==> src/rtl/twenty_bit_divider_ctrl_if.sv <==
// Start/done request bus between a single requester and the 20-bit divider.
// The requester drives the operands and start; the divider returns status and results.
interface twenty_bit_divider_ctrl_if #(
    parameter int WIDTH = 20
);
    logic             start;
    logic [WIDTH-1:0] dividend;
    logic [WIDTH-1:0] divisor;
    logic             busy;
    logic             done;
    logic [WIDTH-1:0] quotient;
    logic [WIDTH-1:0] remainder;
    logic             div_by_zero;

    modport master (
        output start, dividend, divisor,
        input  busy, done, quotient, remainder, div_by_zero
    );

    modport slave (
        input  start, dividend, divisor,
        output busy, done, quotient, remainder, div_by_zero
    );
endinterface

==> src/rtl/twenty_bit_divider_ctrl.sv <==
// Restoring 20-bit unsigned divider: one shared subtractor, one iteration per clock.
// Results and div_by_zero update only when DONE is entered and hold until the next one.
module twenty_bit_subtractor (
    input  logic [19:0] i0,
    input  logic [19:0] i1,
    output logic [19:0] diff,
    output logic        bout
);
    assign {bout, diff} = {1'b0, i0} - {1'b0, i1};
endmodule

module twenty_bit_divider_ctrl #(
    parameter int WIDTH = 20,
    parameter int ITER  = 20
) (
    input  logic                        clk,
    input  logic                        rst_n,
    twenty_bit_divider_ctrl_if.slave    bus
);
    localparam int CNT_W = $clog2(ITER + 1);

    if (WIDTH != 20 || ITER != WIDTH) begin : g_param_check
        $error("twenty_bit_divider_ctrl supports only WIDTH = ITER = 20");
    end

    typedef enum logic [1:0] {S_IDLE, S_RUN, S_DONE} state_t;

    state_t             state_q,     state_d;
    logic [CNT_W-1:0]   count_q,     count_d;
    logic [WIDTH-1:0]   q_q,         q_d;
    logic [WIDTH-1:0]   d_q,         d_d;
    logic [WIDTH-1:0]   r_q,         r_d;
    logic [WIDTH-1:0]   quotient_q,  quotient_d;
    logic [WIDTH-1:0]   remainder_q, remainder_d;
    logic               dbz_q,       dbz_d;
    logic               done_q,      done_d;

    logic [WIDTH-1:0]   partial;
    logic [WIDTH-1:0]   diff;
    logic               bout;
    logic               take;
    logic [WIDTH-1:0]   q_next;
    logic [WIDTH-1:0]   r_next;

    assign partial = {r_q[WIDTH-2:0], q_q[WIDTH-1]};

    twenty_bit_subtractor u_sub (
        .i0   (partial),
        .i1   (d_q),
        .diff (diff),
        .bout (bout)
    );

    // A set R[19] means the 21-bit partial remainder already exceeds any divisor,
    // so the wrapped low 20 bits of the difference are the correct new remainder.
    assign take   = r_q[WIDTH-1] | ~bout;
    assign r_next = take ? diff : partial;
    assign q_next = {q_q[WIDTH-2:0], take};

    always_comb begin
        state_d     = state_q;
        count_d     = count_q;
        q_d         = q_q;
        d_d         = d_q;
        r_d         = r_q;
        quotient_d  = quotient_q;
        remainder_d = remainder_q;
        dbz_d       = dbz_q;
        done_d      = 1'b0;

        case (state_q)
            S_IDLE: begin
                if (bus.start) begin
                    q_d     = bus.dividend;
                    d_d     = bus.divisor;
                    r_d     = '0;
                    count_d = '0;
                    if (bus.divisor == '0) begin
                        state_d     = S_DONE;
                        done_d      = 1'b1;
                        quotient_d  = '1;
                        remainder_d = bus.dividend;
                        dbz_d       = 1'b1;
                    end else begin
                        state_d = S_RUN;
                    end
                end
            end
            S_RUN: begin
                q_d = q_next;
                r_d = r_next;
                if (count_q != CNT_W'(ITER)) begin
                    count_d = count_q + 1'b1;
                end
                if (count_q >= CNT_W'(ITER - 1)) begin
                    state_d     = S_DONE;
                    done_d      = 1'b1;
                    quotient_d  = q_next;
                    remainder_d = r_next;
                    dbz_d       = 1'b0;
                end
            end
            S_DONE: begin
                state_d = S_IDLE;
            end
            default: begin
                state_d = S_IDLE;
            end
        endcase
    end

    always_ff @(posedge clk or negedge rst_n) begin
        if (!rst_n) begin
            state_q     <= S_IDLE;
            count_q     <= '0;
            q_q         <= '0;
            d_q         <= '0;
            r_q         <= '0;
            quotient_q  <= '0;
            remainder_q <= '0;
            dbz_q       <= 1'b0;
            done_q      <= 1'b0;
        end else begin
            state_q     <= state_d;
            count_q     <= count_d;
            q_q         <= q_d;
            d_q         <= d_d;
            r_q         <= r_d;
            quotient_q  <= quotient_d;
            remainder_q <= remainder_d;
            dbz_q       <= dbz_d;
            done_q      <= done_d;
        end
    end

    assign bus.busy        = (state_q != S_IDLE);
    assign bus.done        = done_q;
    assign bus.quotient    = quotient_q;
    assign bus.remainder   = remainder_q;
    assign bus.div_by_zero = dbz_q;
endmodule

==> src/flat_wrapper.sv <==
// flat-port wrapper written by rule: the top's interface ports become plain ports
module twenty_bit_divider_ctrl_flat 
#(
    parameter int WIDTH = 20,
    parameter int ITER  = 20
)
  (clk, rst_n, bus_start, bus_dividend, bus_divisor, bus_busy, bus_done, bus_quotient, bus_remainder, bus_div_by_zero);
  twenty_bit_divider_ctrl_if #(.WIDTH(WIDTH)) bus_i ();
  input  logic clk;
  input  logic rst_n;
  input wire logic [$bits(bus_i.start)-1:0] bus_start;
  input wire logic [$bits(bus_i.dividend)-1:0] bus_dividend;
  input wire logic [$bits(bus_i.divisor)-1:0] bus_divisor;
  output wire logic [$bits(bus_i.busy)-1:0] bus_busy;
  output wire logic [$bits(bus_i.done)-1:0] bus_done;
  output wire logic [$bits(bus_i.quotient)-1:0] bus_quotient;
  output wire logic [$bits(bus_i.remainder)-1:0] bus_remainder;
  output wire logic [$bits(bus_i.div_by_zero)-1:0] bus_div_by_zero;
  assign bus_i.start = bus_start;
  assign bus_i.dividend = bus_dividend;
  assign bus_i.divisor = bus_divisor;
  assign bus_busy = bus_i.busy;
  assign bus_done = bus_i.done;
  assign bus_quotient = bus_i.quotient;
  assign bus_remainder = bus_i.remainder;
  assign bus_div_by_zero = bus_i.div_by_zero;
  twenty_bit_divider_ctrl #(.WIDTH(WIDTH), .ITER(ITER)) u_core (.clk(clk), .rst_n(rst_n), .bus(bus_i));
endmodule
==> config.mk <==
export PLATFORM = sky130hd
export DESIGN_NAME = twenty_bit_divider_ctrl_flat
export DESIGN_NICKNAME = d
export VERILOG_FILES = /design/src/rtl/twenty_bit_divider_ctrl_if.sv /design/src/rtl/twenty_bit_divider_ctrl.sv /design/src/flat_wrapper.sv
export SDC_FILE = /design/constraint.sdc
export NUM_CORES = 1
export LEC_CHECK = 0
export ABC_AREA = 0
export BUFFER_PORTS_ARGS = -buffer_cell sky130_fd_sc_hd__buf_2
export CAP_MARGIN = 20
export CORE_MARGIN = 4
export CORE_UTILIZATION = 35
export DETAILED_ROUTE_END_ITERATION = 8
export PLACE_DENSITY_LB_ADDON = 0.15
export SLEW_MARGIN = 20
export SYNTH_ARGS = -nofsm -noshare
export SYNTH_HDL_FRONTEND = slang
export SYNTH_SLANG_ARGS = --single-unit
==> constraint.sdc <==
create_clock -name clk -period 2.6 [get_ports clk]
set_input_delay 0.39 -clock clk [delete_from_list [all_inputs] [get_ports clk]]
set_output_delay 0.39 -clock clk [all_outputs]
set_load 0.01 [all_outputs]
# Yosys cells after proc, flatten, opt, wreduce, memory -nomap -nowiden
# Cells that the tools add are included.
[word_totals] reg_bits=109 latchBits=0 ramBits=0 romBits=0 wordCells=57 memories=0
[classes] addsub=2 mul=0 div_mod_pow=0 magnitude_cmp=1 eq_ne=6 shift=0 mux=28 bitwise=2 reduce_logical=9
[ops] cell="20-bit 2-to-1 mux" count=9
[ops] cell="20-bit one-hot mux with 2 select lines" count=4
[ops] cell="20-bit by 20-bit subtractor with 21-bit output" count=1
[ops] cell="20-bit logical NOT" count=1
[ops] cell="5-bit 2-to-1 mux" count=2
[ops] cell="5-bit one-hot mux with 2 select lines" count=1
[ops] cell="1-bit 2-to-1 mux" count=6
[ops] cell="2-bit 2-to-1 mux" count=3
[ops] cell="2-bit by 1-bit inequality test with 1-bit output, second input constant" count=3
[ops] cell="2-bit AND reduction" count=3
[ops] cell="5-bit by 1-bit adder with 5-bit output, second input constant" count=1
[ops] cell="5-bit >= comparator, second input constant" count=1
[ops] cell="5-bit inequality test, second input constant" count=1
[ops] cell="1-bit one-hot mux with 2 select lines" count=2
[ops] cell="2-bit one-hot mux with 2 select lines" count=1
[ops] cell="4-bit AND reduction" count=1
[ops] cell="2-bit nonzero test" count=2
[ops] cell="3-bit AND reduction" count=1
[ops] cell="2-bit by 1-bit equality test with 1-bit output, second input constant" count=1
[ops] cell="2-bit logical NOT" count=1
[ops] cell="2-bit inequality test, second input constant" count=1
[ops] cell="1-bit NOT" count=1
[ops] cell="1-bit OR" count=1

# Logic depth before layout (Yosys ltp)
[logic_depth] depth_word=6 ltp_mapped=11 ltp_nobuf=10

# Hierarchy
# A second synthesis with hierarchy kept.
[hier_totals] cells_unflattened=634 area_unflattened_um2=5853.1
[by_module_without_submodules] module="twenty_bit_divider_ctrl" n_inst=1 cells_each=469 area_each_um2=4740.8
[by_module_without_submodules] module="twenty_bit_subtractor" n_inst=1 cells_each=165 area_each_um2=1112.3

# Worst setup path before layout
# Ideal clock, no wire load.
[synth_timing] kind="register to register" start="register u_core.d_q[0]" end="register u_core.r_q[19]" setup_ns=0.135 arrival_time_ns=2.299 t_required_ns=2.465 slack_ns=0.166 path_stages_with_launch=11 path_buffers=1 path_cell_list="dfrtp_1 ha_1 fa_1 nand2b_1 a21o_1 a21oi_4 nor3b_2 o21a_4 buf_6 nor4_2 o31ai_1"
[synth_via] elab_chain_len=5
[synth_rtl] element="start: declaration" line="twenty_bit_divider_ctrl.sv:31" text="logic [WIDTH-1:0] d_q, d_d;"
[synth_rtl] element="start signal: assignment" line="twenty_bit_divider_ctrl.sv:117" text="d_q <= '0;"
[synth_rtl] element="start signal: assignment" line="twenty_bit_divider_ctrl.sv:127" text="d_q <= d_d;"
[synth_rtl] element="20-bit by 20-bit subtractor with 21-bit output *" line="twenty_bit_divider_ctrl.sv:9" text="assign {bout, diff} = {1'b0, i0} - {1'b0, i1};"
[synth_rtl] element="1-bit NOT" line="twenty_bit_divider_ctrl.sv:56" text="assign take = r_q[WIDTH-1] | ~bout;"
[synth_rtl] element="1-bit OR" line="twenty_bit_divider_ctrl.sv:56"
[synth_rtl] element="20-bit 2-to-1 mux *" line="twenty_bit_divider_ctrl.sv:57" text="assign r_next = take ? diff : partial;"
[synth_rtl] element="20-bit one-hot mux with 2 select lines *" line="twenty_bit_divider_ctrl.sv:71" text="case (state_q)"
[synth_rtl] element="end signal: assignment" line="twenty_bit_divider_ctrl.sv:128" text="r_q <= r_d;"
[synth_rtl] element="end: declaration" line="twenty_bit_divider_ctrl.sv:32" text="logic [WIDTH-1:0] r_q, r_d;"
# Every way passes the cells marked *; elsewhere a longest branch is shown, timed or not.
# A chain may end at the register's enable or synchronous reset.

# Worst setup path after layout
[layout_timing] start="register u_core.d_q[1]" end="register u_core.r_q[15]"
# Same word-level chain as after synthesis.

==> results summary <==
The flow ran to the end, and the final reports show no timing, DRC or antenna violations. The initial detailed-routing violation count came out at 332. The clock period could shrink to 2.46 ns.

Setup violations remaining at the end of the flow were counted as 0. Compared with the post-synthesis result, the final layout area differs by 21.7%. The total CTS buffers came out at 9. The floorplan step set the die height to 137 µm. The async set-or-reset flop fraction in the synthesized netlist is 100%. After routing, the total negative slack on setup checks comes to 0 ns.

The number of antenna violations at the first check in global routing is 0. Max-cap violations in this run came to 0. Setup repair after global routing could not meet its margin everywhere. The total wire length after detailed routing is 15800 µm. The number of core rows is 47. The mux cell area share after synthesis came out at 3.65%. The synthesized area is 5860 µm².

By count the netlist is led by dfrtp_1 (109), nand2_1 (83), nor2_1 (57), a21oi_1 (53), o21ai_1 (37). Summing the areas of all xor and xnor instances in the mapped netlist gives 2.24% of the synthesized area. The sum of routed wire segments on met1 is 7920 µm. The first-pass detailed-route iteration total came out at 5. On the final layout, the worst clock skew is 0.0131 ns. The DRC violation count after routing came out at 0. The number of vias per cell is 5.15. The clock slew seen by the registers of the worst setup and hold paths came out at 0.08 ns. The post-synthesis adder-cell area fraction is 5.04%. The warning count from the yosys run is 0. The share of the synthesized area in compound gates (AO/OA/AOI/OAI) came out at 19.6%.

The detailed-routed wire length on met3 is 645 µm. Detailed placement ended at an HPWL of 11500 µm. The cell count after placement came out at 947. Data arrives at the worst endpoint at 2.70 ns.

The worst setup path is launched from a flop. The critical path class is flop to flop. The main flop type after synthesis is dfrtp_1. The library cell occupying the most area in the post-synthesis netlist is dfrtp_1. After layout, the worst path uses 94.7% of the clock period. IR analysis of the VDD net gives a maximum drop of 0.000540 V. The die boundary width came out at 137 µm. Of the total synthesized cell area, the portion taken by AND, OR, NAND and NOR gates is 18.1%. The most common cell in the synthesized netlist is dfrtp_1.

The internal power component came out at 0.00645 W. The synthesized netlist net count came out at 711. Once the floorplan was initialized, standard cells occupied 35.6% of the core. The die area came out at 18900 µm². The total vias in the final route came out at 4979.

The clock root buffer master is clkbuf_16. After synthesis, flip-flops and latches occupy 46.6% of the total area. The pin count of the biggest net entering global routing is 110. The wire length of the first global-routing pass is 25300 µm. At the later pin of the worst-skew pair, clock insertion delay measures 0.36 ns. The power density of the placed cells came out at 1650 nW/µm². The layout net count came out at 808. TritonCTS built the clock tree. The maximum achievable frequency came out at 406 MHz.

After synthesis, the cell types taking the most area are dfrtp_1 (47%), nand2_1 (5.3%), ha_1 (4.7%). The data required time of the worst path came out at 2.83 ns. The clock passes through at most 2 buffers. The share of layout cells above drive strength 1 came out at 22.9%. In this run the static leakage power is 3.16 nW. The final cell count without fillers is 967. The remaining global-route overflow is 0. The clock group share of total power came out at 12.3%.

The relative slew slack is 62.4%. The final hold violation count is 0. Summed over all nets, the switching power comes to 0.00533 W.

In this run the remaining antenna-violating nets after routing total 0. The number of enable-type register cells in the synthesized netlist is 0. Synthesis inferred 109 register bits. 86 I/O pins were placed. In this run the worst path has a maximum fanout of 5. The count of unique library cells instantiated by Yosys is 62. The worst hold-check path type is input pin to asynchronous set/reset pin. The count of clock tree sinks is 109. The combinational fraction of design power is 62.3%. The placeable core area came out at 16500 µm². The number of antenna cells inserted is 0. In this run the mean area of a mapped cell was 9.08 µm². After synthesis, the largest family of logic cells by area is compound AO/OA/AOI/OAI gates. The sequential cell fraction of total power is 25.5%. The count of buffers added on input and output ports is 85. After detailed routing, the average wire length per cell comes to 16.4 µm. After detailed routing, no signal wire sits above met4. For this run, the total global-route usage over all layers was measured as 17.1%.

The gate count of the mapped netlist is 645. The worst setup path is captured at a flop. The via count of the first global-routing pass is 4898. The routability congestion estimate from global placement is 0.871. The routed wire length on met2 is 7050 µm. The slew at the pin closest to its max-slew limit came out at 0.561 ns. The count of final max-slew check failures came out at 0.

The H-tree generated during clock tree synthesis spans 3 levels. The area share of the leading cell type in the synthesized netlist came out at 46.6%. The switching fraction of total power is 45.2%.
==> state kept, by name (all words and copies together), names as in the netlist <==
name / count
u_core.state_q: 2
u_core.q_q: 20
u_core.bus.quotient: 20
u_core.r_q: 20
u_core.d_q: 20
u_core.bus.remainder: 20
u_core.bus.done: 1
u_core.count_q: 5
u_core.bus.div_by_zero: 1
==> layout by cell type, fill, tap and decap left out, types with 3 or more instances in the layout <==
cell       Yosys  final
nand3_1       28     28
nand4_1        3      3
nand2b_1       5      3
a21oi_1       53     51
o211ai_1       6      6
dfrtp_1      109    109
buf_12         0      3
buf_2          9     84
xnor2_1        6      6
o21a_4         1      3
a21o_1         7      6
inv_1         29     29
o21a_1         4      4
nor2b_1        6      6
o21ai_0       26     26
nand2_1       83     83
nor4_1         4      3
a31oi_1       24     24
and3_1        19     19
xor2_1         9      9
o21ai_1       37     37
buf_4          1     33
nor2_1        57     56
mux2i_1       18     16
ha_1          22     21
o22ai_1        3      3
clkbuf_16      0      9
a21oi_2        1      3
==> routing by layer <==
| layer | up-vias | GRT usage, % |
|---|---|---|
| li1 | 2472 | - |
| met1 | 2386 | 25.0 |
| met2 | 108 | 26.5 |
| met3 | 13 | 2.08 |
| met4 | 0 | 5.54 |
| met5 | - | 0 |
==> through the flow <==
stage / utilization, % / total power, W / hold WS, ns / cell area [µm²] / setup slack [ns]
after floorplan: - / 0.00771 / 0.0944 / 5860 / 0.166
after global placement: 40.6 / 0.00973 / 0.457 / 6690 / 0.0539
after detailed placement: 40.6 / 0.00985 / 0.461 / 6690 / -0.0316
after CTS: 42.5 / 0.0114 / 0.128 / 7000 / 0.00234
after global routing: 43.3 / 0.0128 / 0.155 / 7130 / 0.0191
final: 43.3 / 0.0118 / 0.103 / 7130 / 0.137
==> cells by family after synthesis <==
kind of cell / count (synthesis)
adders and majority gates: 23
buffers and inverters: 66
and+or+nand+nor: 224
DFF: 109
xor gates and xnor gates: 15
muxes: 21
AOI/OAI and AO/OA: 187
==> final timing paths <==
| check | startpoint | to | slack, ns | cells after the start |
|---|---|---|---|---|
| worst min register to register | u_core.bus.div_by_zero | u_core.bus.div_by_zero | 0.49 | 2 |
| max in group asynchronous | rst_n | u_core.r_q[6] | 2.08 | 2 |
| worst min-delay path | rst_n | u_core.q_q[15] | 0.10 | 2 |
| worst max register to register | u_core.d_q[1] | u_core.r_q[15] | 0.14 | 9 |
| worst max-delay path | u_core.d_q[1] | u_core.r_q[15] | 0.14 | 9 |
| min in group clk | bus_divisor[6] | u_core.d_q[6] | 0.26 | 3 |
==> worst max-delay path, stage by stage (launching register included) <==
cell	delay [ns]
dfrtp_1	0.38
inv_1	0.07
ha_1	0.26
nor2b_1	0.14
o2111ai_1	0.37
a211oi_4	0.16
or4_1	0.50
o211a_1	0.14
mux2i_1	0.22
o21ai_1	0.09
==> power by group through the flow <==
stage                     Clock, W  Sequential, W  Combinational, W
after global routing       0.00155        0.00309           0.00820
after detailed placement         0        0.00302           0.00683
after global placement           0        0.00300           0.00673
after CTS                  0.00148        0.00299           0.00691
final                      0.00144        0.00300           0.00734
after floorplan                  0        0.00303           0.00468
==> repair_timing <==
item	4_1_cts	5_1_grt
setup endpoints to repair	4	38
gates cloned	1	2
pin swaps	0	4
resized for setup	0	22
buffers inserted	0	1
hold buffers	0	0
==> area by class of cell <==
cell class	instances	area, µm²
clock buffers	10	229
clock inverters	6	77.6
fillers	1659	9340
inverters	29	109
multi-input cells	473	2980
flip-flops and latches	109	2730
well taps	220	275
repair buffers	120	728
Power figures use the tool's default switching activity.
